### src/rtl/csa_pipe_if.sv
// rtl/csa_pipe_if.sv - valid/ready stream bundle for the csa_pipe adder datapath
interface csa_pipe_if #(
  parameter int WIDTH = 32
) ();
  logic             in_valid;
  logic             in_ready;
  logic [WIDTH-1:0] a;
  logic [WIDTH-1:0] b;
  logic             cin;
  logic             sub;
  logic             out_valid;
  logic             out_ready;
  logic [WIDTH-1:0] sum;
  logic             cout;
  logic             ovf;

  // Producer/consumer side: drives operands and accepts results.
  modport master (
    output in_valid, a, b, cin, sub, out_ready,
    input  in_ready, out_valid, sum, cout, ovf
  );

  // Arithmetic datapath side.
  modport slave (
    input  in_valid, a, b, cin, sub, out_ready,
    output in_ready, out_valid, sum, cout, ovf
  );
endinterface

### src/rtl/csa_pipe.sv
// rtl/csa_pipe.sv - pipelined carry-skip adder/subtractor with valid/ready flow control
// Optional feature: define CSA_PIPE_SAT_EN to clamp the sum to the signed limit on overflow.
module csa_pipe #(
  parameter int WIDTH  = 32,
  parameter int BLOCK  = 4,
  parameter int STAGES = 2
) (
  input  logic      clk,
  input  logic      rst_n,
  csa_pipe_if.slave io
);
  localparam int NBLK = WIDTH / BLOCK;
  localparam int BPS  = NBLK / STAGES;
  localparam int SB   = BPS * BLOCK;

  logic [WIDTH-1:0]  bx;
  logic [WIDTH-1:0]  p0;
  logic [WIDTH-1:0]  g0;
  logic              c0;
  logic [STAGES-1:0] adv;
  logic [STAGES-1:0] valid_d;
  logic [STAGES-1:0] valid_q;
  logic [WIDTH-1:0]  res_d;
  logic [WIDTH-1:0]  res_q;
  logic              cout_d;
  logic              cout_q;
  logic              ovf_d;
  logic              ovf_q;

  // Operand conditioning: subtraction is a + ~b + 1, cin is ignored then.
  always_comb begin
    bx = io.sub ? ~io.b : io.b;
    c0 = io.sub ? 1'b1 : io.cin;
    p0 = io.a ^ bx;
    g0 = io.a & bx;
  end

  // Advance chain, evaluated from the output backwards so bubbles collapse.
  always_comb begin : adv_chain
    logic go;
    adv = '0;
    go  = !valid_q[STAGES-1] || io.out_ready;
    adv[STAGES-1] = go;
    for (int j = STAGES - 2; j >= 0; j--) begin
      go     = !valid_q[j] || go;
      adv[j] = go;
    end
  end

  // Valid bits move one stage forward wherever that stage advances.
  always_comb begin
    valid_d = valid_q;
    if (adv[0]) valid_d[0] = io.in_valid;
    for (int j = 1; j < STAGES; j++) begin
      if (adv[j]) valid_d[j] = valid_q[j-1];
    end
  end

  // Stage valid register; reset flushes everything in flight.
  always_ff @(posedge clk or negedge rst_n) begin
    if (!rst_n) valid_q <= '0;
    else        valid_q <= valid_d;
  end

  assign io.in_ready  = adv[0];
  assign io.out_valid = valid_q[STAGES-1];
  assign io.sum       = res_q;
  assign io.cout      = cout_q;
  assign io.ovf       = ovf_q;

  for (genvar s = 0; s < STAGES; s++) begin : stg
    // Remaining p/g bits, starting at this stage's slice, and the carry into it.
    logic [WIDTH-s*SB-1:0] pin_all;
    logic [WIDTH-s*SB-1:0] gin_all;
    logic                  ci;
    logic                  vin;
    logic [SB-1:0]         so;
    logic                  co;
    logic [(s+1)*SB-1:0]   acc;

    if (s == 0) begin : src_in
      assign pin_all = p0;
      assign gin_all = g0;
      assign ci      = c0;
      assign vin     = io.in_valid;
      assign acc     = so;
    end else begin : src_reg
      assign pin_all = stg[s-1].mid.p_q;
      assign gin_all = stg[s-1].mid.g_q;
      assign ci      = stg[s-1].mid.c_q;
      assign vin     = valid_q[s-1];
      assign acc     = {so, stg[s-1].mid.s_q};
    end

    // Ripple inside each block; the skip mux forwards the block carry-in when all p are set.
    always_comb begin : ripple
      logic c;
      logic bc;
      logic allp;
      c    = ci;
      bc   = 1'b0;
      allp = 1'b0;
      so   = '0;
      for (int k = 0; k < BPS; k++) begin
        bc   = c;
        allp = 1'b1;
        for (int i = 0; i < BLOCK; i++) begin
          so[k*BLOCK+i] = pin_all[k*BLOCK+i] ^ c;
          allp          = allp & pin_all[k*BLOCK+i];
          c             = gin_all[k*BLOCK+i] | (pin_all[k*BLOCK+i] & c);
        end
        c = allp ? bc : c;
      end
      co = c;
    end

    if (s < STAGES - 1) begin : mid
      localparam int REM = WIDTH - (s + 1) * SB;
      logic [REM-1:0]      p_d;
      logic [REM-1:0]      p_q;
      logic [REM-1:0]      g_d;
      logic [REM-1:0]      g_q;
      logic [(s+1)*SB-1:0] s_d;
      logic [(s+1)*SB-1:0] s_q;
      logic                c_d;
      logic                c_q;

      // Capture finished sum bits, pending p/g bits and the inter-block carry.
      always_comb begin
        p_d = p_q;
        g_d = g_q;
        s_d = s_q;
        c_d = c_q;
        if (adv[s] && vin) begin
          p_d = pin_all[WIDTH-s*SB-1:SB];
          g_d = gin_all[WIDTH-s*SB-1:SB];
          s_d = acc;
          c_d = co;
        end
      end

      // Payload register; contents are qualified by the stage valid bit, so no reset.
      always_ff @(posedge clk) begin
        p_q <= p_d;
        g_q <= g_d;
        s_q <= s_d;
        c_q <= c_d;
      end
    end else begin : fin
      logic ovf_raw;
      // Carry into the MSB equals sum[MSB] ^ p[MSB], so overflow needs no extra carry tap.
      assign ovf_raw = co ^ acc[WIDTH-1] ^ pin_all[SB-1];

      // Final result; held while the consumer stalls.
      always_comb begin
        res_d  = res_q;
        cout_d = cout_q;
        ovf_d  = ovf_q;
        if (adv[s] && vin) begin
`ifdef CSA_PIPE_SAT_EN
          // A wrapped MSB of 1 means positive overflow, so clamp to the opposite extreme.
          res_d = ovf_raw ? {~acc[WIDTH-1], {(WIDTH-1){acc[WIDTH-1]}}} : acc;
`else
          res_d = acc;
`endif
          cout_d = co;
          ovf_d  = ovf_raw;
        end
      end
    end
  end

  // Output register, cleared immediately on reset.
  always_ff @(posedge clk or negedge rst_n) begin
    if (!rst_n) begin
      res_q  <= '0;
      cout_q <= 1'b0;
      ovf_q  <= 1'b0;
    end else begin
      res_q  <= res_d;
      cout_q <= cout_d;
      ovf_q  <= ovf_d;
    end
  end
endmodule

### src/flat_wrapper.sv
// flat-port wrapper written by rule: the top's interface ports become plain ports
module csa_pipe_flat 
#(
  parameter int WIDTH  = 32,
  parameter int BLOCK  = 4,
  parameter int STAGES = 2
)
  (clk, rst_n, io_in_valid, io_a, io_b, io_cin, io_sub, io_out_ready, io_in_ready, io_out_valid, io_sum, io_cout, io_ovf);
  csa_pipe_if #(.WIDTH(WIDTH)) io_i ();
  input  logic clk;
  input  logic rst_n;
  input wire logic [$bits(io_i.in_valid)-1:0] io_in_valid;
  input wire logic [$bits(io_i.a)-1:0] io_a;
  input wire logic [$bits(io_i.b)-1:0] io_b;
  input wire logic [$bits(io_i.cin)-1:0] io_cin;
  input wire logic [$bits(io_i.sub)-1:0] io_sub;
  input wire logic [$bits(io_i.out_ready)-1:0] io_out_ready;
  output wire logic [$bits(io_i.in_ready)-1:0] io_in_ready;
  output wire logic [$bits(io_i.out_valid)-1:0] io_out_valid;
  output wire logic [$bits(io_i.sum)-1:0] io_sum;
  output wire logic [$bits(io_i.cout)-1:0] io_cout;
  output wire logic [$bits(io_i.ovf)-1:0] io_ovf;
  assign io_i.in_valid = io_in_valid;
  assign io_i.a = io_a;
  assign io_i.b = io_b;
  assign io_i.cin = io_cin;
  assign io_i.sub = io_sub;
  assign io_i.out_ready = io_out_ready;
  assign io_in_ready = io_i.in_ready;
  assign io_out_valid = io_i.out_valid;
  assign io_sum = io_i.sum;
  assign io_cout = io_i.cout;
  assign io_ovf = io_i.ovf;
  csa_pipe #(.WIDTH(WIDTH), .BLOCK(BLOCK), .STAGES(STAGES)) u_core (.clk(clk), .rst_n(rst_n), .io(io_i));
endmodule
### config.mk
export PLATFORM = sky130hd
export DESIGN_NAME = csa_pipe_flat
export DESIGN_NICKNAME = d
export VERILOG_FILES = /design/src/rtl/csa_pipe_if.sv /design/src/rtl/csa_pipe.sv /design/src/flat_wrapper.sv
export SDC_FILE = /design/constraint.sdc
export NUM_CORES = 1
export LEC_CHECK = 0
export BUFFER_PORTS_ARGS = -buffer_cell sky130_fd_sc_hd__buf_4
export CORE_AREA = 5 5 102 104
export DETAILED_ROUTE_END_ITERATION = 10
export DIE_AREA = 0 0 107 109
export GPL_TIMING_DRIVEN = 0
export PLACE_DENSITY = 0.87
export SYNTH_ARGS = -nofsm -noshare
export SYNTH_HDL_FRONTEND = slang
export SYNTH_SLANG_ARGS = --single-unit
### constraint.sdc
create_clock -name clk -period 8.4 [get_ports clk]
set_input_delay 0.84 -clock clk [delete_from_list [all_inputs] [get_ports clk]]
set_output_delay 0.84 -clock clk [all_outputs]
set_load 0.1 [all_outputs]
**Word level (Yosys, flattened, before mapping)**

Index checks and enable logic that the tools add are counted.

- Muxes and demuxes: 10
- Bitwise logic cells: 125
- Reduce and logical (&&, ||, !) cells: 6

Operator list:

| cell | number |
|---|---|
| AND 1 bit | 56 |
| XOR 1 bit | 34 |
| AND 32 bit | 1 |
| 2-to-1 mux 32 bit | 1 |
| inverter 32 bit | 1 |
| bitwise OR 1 bit | 32 |
| XOR 32 bit | 1 |
| 2-to-1 mux 1 bit | 9 |
| logical AND 1 bit | 2 |
| zero test 1 bit | 2 |
| logical OR 1 bit | 2 |

- Bits in registers: 85
- Output and inout port bits: 36
- Word-level logic and storage cells: 150

**Longest topological paths before layout**

- Depth after elaboration: 39
- Mapped depth: 40

**Worst setup path before layout**

Ideal clock, no wire load.

- Kind: input-to-reg
- Start point: input port io_sub
- End point: register u_core.stg[0].mid.s_q[15], data pin
- Setup time: 0.269 ns
- Arrival: 8.348 ns
- Setup slack: -0.217 ns
- Cell stages on the path: 24
- Path buffers: 2
- Path through: buf_4 > buf_2 > xor2_1 > inv_1 > fa_1 > fa_1 > fa_1 > fa_1 > mux2_2 > fa_1 > fa_1 > fa_1 > fa_1 > mux2_2 > fa_1 > fa_1 > fa_1 > fa_1 > mux2_2 > fa_1 > fa_1 > fa_1 > inv_1 > fa_1

- Longest elaborated chain between the ends: 36
- Elaborated cells on any way between the ends: 47
- Those cells by class: 5 x mux; 42 x bitwise

Ends and longest elaborated chain:

| element | line | source |
|---|---|---|
| from (decl) | flat_wrapper.sv:16 | `input wire logic [$bits(io_i.sub)-1:0] io_sub;` |
| 2-to-1 mux 32 bit | csa_pipe.sv:32 | `bx = io.sub ? ~io.b : io.b;` |
| XOR 32 bit | csa_pipe.sv:34 | `p0 = io.a ^ bx;` |
| AND 1 bit | csa_pipe.sv:110 | `c = gin_all[k*BLOCK+i] \| (pin_all[k*BLOCK+i] & c);` |
| bitwise OR 1 bit | csa_pipe.sv:110 |  |
| AND 1 bit | csa_pipe.sv:110 |  |
| bitwise OR 1 bit | csa_pipe.sv:110 |  |
| AND 1 bit | csa_pipe.sv:110 |  |
| bitwise OR 1 bit | csa_pipe.sv:110 |  |
| [... 21 more ...] | -- |  |
| AND 1 bit | csa_pipe.sv:110 |  |
| bitwise OR 1 bit | csa_pipe.sv:110 |  |
| AND 1 bit | csa_pipe.sv:110 |  |
| bitwise OR 1 bit | csa_pipe.sv:110 |  |
| AND 1 bit | csa_pipe.sv:110 |  |
| bitwise OR 1 bit | csa_pipe.sv:110 |  |
| XOR 1 bit (*) | csa_pipe.sv:108 | `so[k*BLOCK+i] = pin_all[k*BLOCK+i] ^ c;` |
| net u_core.stg[0].acc[15] | csa_pipe.sv:79 | `logic [(s+1)*SB-1:0] acc;` |
| to (signal assigned) | csa_pipe.sv:146 | `s_q <= s_d;` |
| to (decl) | csa_pipe.sv:124 | `logic [(s+1)*SB-1:0] s_q;` |

Mark *: on every way through the listed nets, which the timed path passes. The rest lies on a longest branch.
A chain may end at the register's enable or synchronous reset.

**Worst setup path after layout**

- Start point: register u_core.stg[0].mid.c_q
- End point: register u_core.ovf_q (netlist: u_core.io.ovf)

- Longest elaborated chain between the ends: 38
- Elaborated cells on any way between the ends: 39
- Those cells by class: 4 x mux; 35 x bitwise

Ends and longest elaborated chain:

| element | line | source |
|---|---|---|
| from (decl) | csa_pipe.sv:126 | `logic c_q;` |
| from (signal assigned) | csa_pipe.sv:147 | `c_q <= c_d;` |
| AND 1 bit | csa_pipe.sv:110 |  |
| bitwise OR 1 bit | csa_pipe.sv:110 |  |
| AND 1 bit | csa_pipe.sv:110 |  |
| bitwise OR 1 bit | csa_pipe.sv:110 |  |
| AND 1 bit | csa_pipe.sv:110 |  |
| bitwise OR 1 bit | csa_pipe.sv:110 |  |
| AND 1 bit | csa_pipe.sv:110 |  |
| bitwise OR 1 bit | csa_pipe.sv:110 |  |
| [... 21 more ...] | -- |  |
| AND 1 bit | csa_pipe.sv:110 |  |
| bitwise OR 1 bit | csa_pipe.sv:110 |  |
| AND 1 bit | csa_pipe.sv:110 |  |
| bitwise OR 1 bit | csa_pipe.sv:110 |  |
| AND 1 bit | csa_pipe.sv:110 |  |
| bitwise OR 1 bit | csa_pipe.sv:110 |  |
| 2-to-1 mux 1 bit | csa_pipe.sv:112 | `c = allp ? bc : c;` |
| XOR 1 bit (*) (2 in series) | csa_pipe.sv:152 | `assign ovf_raw = co ^ acc[WIDTH-1] ^ pin_all[SB-1];` |
| to (signal assigned) | csa_pipe.sv:182 | `ovf_q <= ovf_d;` |
| to (decl) | csa_pipe.sv:28 | `logic ovf_q;` |

Every way passes the cells marked *; elsewhere a longest branch is shown, timed or not.

==> metrics <==
# DRC=0; CTS Buf Count=9; worst hold slack=0.457 ns; register area share after synthesis=52.6%; fmax=0.121 GHz; die area=11700 sq um; routed vias/inst=4.94; Die Y=109 um; Final Core Density=63.9%; grt ovf=0; DP Wirelength=6770 um; H-tree depth=3; clock latency on the worst-skew pair=0.34 ns; pin count of the biggest net entering global routing=37; NumNets Final=599; Pre-antenna DRT Iters=4; Synth top area share=32.6%; Die Wd=107 um; Core Region=9460 sq um; DP Worst Slack=-0.587 ns; CP max stage delay=0.42 ns; CP arrival=8.50 ns; CTS tree=built; Switching Fraction=43.8%; Synth Cell Area=4510 sq um; wire per inst=16.1 um; setup slack after layout=0.111 ns; Clk pin slew, worst setup/hold paths=0.09 ns; Setup CP Type=reg -> reg; buffer depth of the longest clock path=2; Final ANT Viol Nets=0; Logic pwr share=45.6%; VDD IR max=0.111 mV; CP startpoint kind=flop; power density over the cells=270 nW/um^2; Max Cap Viol=0; crit end category=flop; syn nets=457; area grow syn2layout=34.1%; first-pass GRT wire length=15100 um; I/O Buffers=104; number of synthesized register bits=85; Tightest Pin Transition=0.479 ns; status=finished clean; Max FO, Critical Path=3; Distinct cells, synth=28; fraction of layout cells with a size suffix above 1=48.9%; number of global-route vias before repair=3105; worst rel slew slack=68.1%; clock skew=0.0103 ns; clock sinks=85; synth warn=0; final hold viol count=0; EDFF count, synth=49; setup_tns=0 ns; top post-synthesis cells by count=edfxtp_1, ha_1, inv_1; RSZ-0062 raised after global routing=yes; GRT Total Usage=17.0%; Final Routed Wirelength=9430 um; fin crit share=98.7%; most numerous cell in the Yosys netlist=edfxtp_1; 1st-iter DRT viols=64; post-synthesis async set-or-reset flop share=42.4%; n_diodes=0; root buffer cell=clkbuf_8; starting density of the core=47.7%; P_leak=0.00281 uW; Req. time, crit path=8.61 ns; final setup fails=0; cell taking the most area after synthesis=edfxtp_1; FP Rows=36; Vias=2885; slowest stage cell, crit path=edfxtp_1; Hold Path Class=in -> async; largest cells by area after synthesis=edfxtp_1, dfrtp_1, ha_1; sequential fraction of design power=35.7%; switching pwr=714 uW; Fillers=692; Mapped Cells=323; max-slew violation count=0; CP most frequent cell=buf_4; post-layout min period=8.29 ns; initial antenna violation count=0; GPL Wtd Cong=0.812; Post-Syn Area per Cell=14.0 sq um; clock share of power=18.8%; Primary FF master, synth=edfxtp_1; I/O pin count=106; Int Power=916 uW
## worst max-delay path: cells and delay by family, from the launching register on
kind                       cells  cell delay (ns)
buffers and inverters         19             2.34
adders and majority gates     12             1.98
and+or+nand+nor               14             3.07
muxes                          1             0.09
AOI/OAI and AO/OA              2             0.24
DFF                            1             0.42
## power groups by stage
stage               clock network, uW  logic (uW)  registers (uW)
finish                            306         743             582
global route                      338         785             590
CTS                               311         730             580
detailed placement                  0         701             588
global placement                    0         684             584
floorplan                           0         155             952
## kinds of logic (layout without fill, tap and decap cells)
| logic type | Yosys count | in the layout | synth area share (%) |
|---|---|---|---|
| adder cells (fa/ha/maj) | 64 | 64 | 20.4 |
| AO/OA/AOI/OAI | 8 | 8 | 1.17 |
| XOR/XNOR | 34 | 34 | 6.61 |
| AND/OR/NAND/NOR | 41 | 41 | 5.36 |
| flip-flops | 85 | 85 | 52.6 |
| multiplexers | 36 | 36 | 8.96 |
| buffers and inverters | 55 | 202 | 4.86 |
## state kept, by name (all words and copies together) (netlist names)
| signal | flops |
|---|---|
| u_core.stg.mid.g_q | 16 |
| u_core.io.sum | 32 |
| u_core.stg.mid.s_q | 16 |
| u_core.io.ovf | 1 |
| u_core.stg.mid.c_q | 1 |
| u_core.io.cout | 1 |
| u_core.stg.mid.p_q | 16 |
| u_core.valid_q | 2 |
## timing repair
action,in CTS,in global routing
pin swaps,5,9
setup buffers,23,3
endpoints found under the setup margin,4,4
hold buffers,0,0
gates resized for setup,14,26
## layout by cell type (no fill, tap or decap), types with 7 or more instances in the layout
master / netlist / layout
xor2_1: 33 / 32
nand4_1: 8 / 8
buf_4: 1 / 131
fa_1: 16 / 9
or2_4: 0 / 8
edfxtp_1: 49 / 49
fa_2: 0 / 7
clkbuf_8: 0 / 9
dfrtp_1: 36 / 36
inv_1: 47 / 47
ha_2: 0 / 7
mux2_2: 35 / 35
ha_1: 48 / 35
## routing by layer
| layer | vias to the layer above | share of wire (%) | global-route usage [%] |
|---|---|---|---|
| met5 | - | 0 | 0 |
| met1 | 1429 | 37 | 19.2 |
| met2 | 86 | 56 | 31.5 |
| li1 | 1356 | - | - |
| met3 | 14 | 5.2 | 4.44 |
| met4 | 0 | 1.8 | 5.30 |
## path summary, 6_finish.rpt
check	slack, ns	to	depth (start not counted)	from
min	0.46	u_core.io.sum[15]	1	rst_n
max reg2reg	0.11	u_core.io.ovf	48	u_core.stg[0].mid.c_q
max in group asynchronous	7.61	u_core.io.sum[12]	1	rst_n
min reg2reg	0.48	u_core.io.sum[8]	1	u_core.stg[0].mid.s_q[8]
min in group clk	0.48	u_core.io.sum[8]	1	u_core.stg[0].mid.s_q[8]
max	0.11	u_core.io.ovf	48	u_core.stg[0].mid.c_q
## cell type report
cell class | instances | area (sq um) | area share (%)
Buffer | 8 | 57.6 | 0.952
Clock buffer | 11 | 131 | 2.17
Clock inverter | 5 | 75.1 | 1.24
Inverter | 47 | 176 | 2.92
Multi-Input combinational cell | 183 | 2100 | 34.7
Sequential cell | 85 | 2370 | 39.2
Tap cell | 114 | 143 | 2.36
Timing Repair Buffer | 131 | 996 | 16.5
## through the flow
step | std cells | instance area [sq um] | total power, uW
2_1_floorplan | 323 | 4540 | 1110
3_3_place_gp | 541 | 5460 | 1270
5_1_grt | 584 | 6050 | 1710
3_5_place_dp | 542 | 5480 | 1290
6_report | 584 | 6050 | 1630
4_1_cts | 581 | 5920 | 1620
No activity file was read; power rests on OpenSTA's default activity.
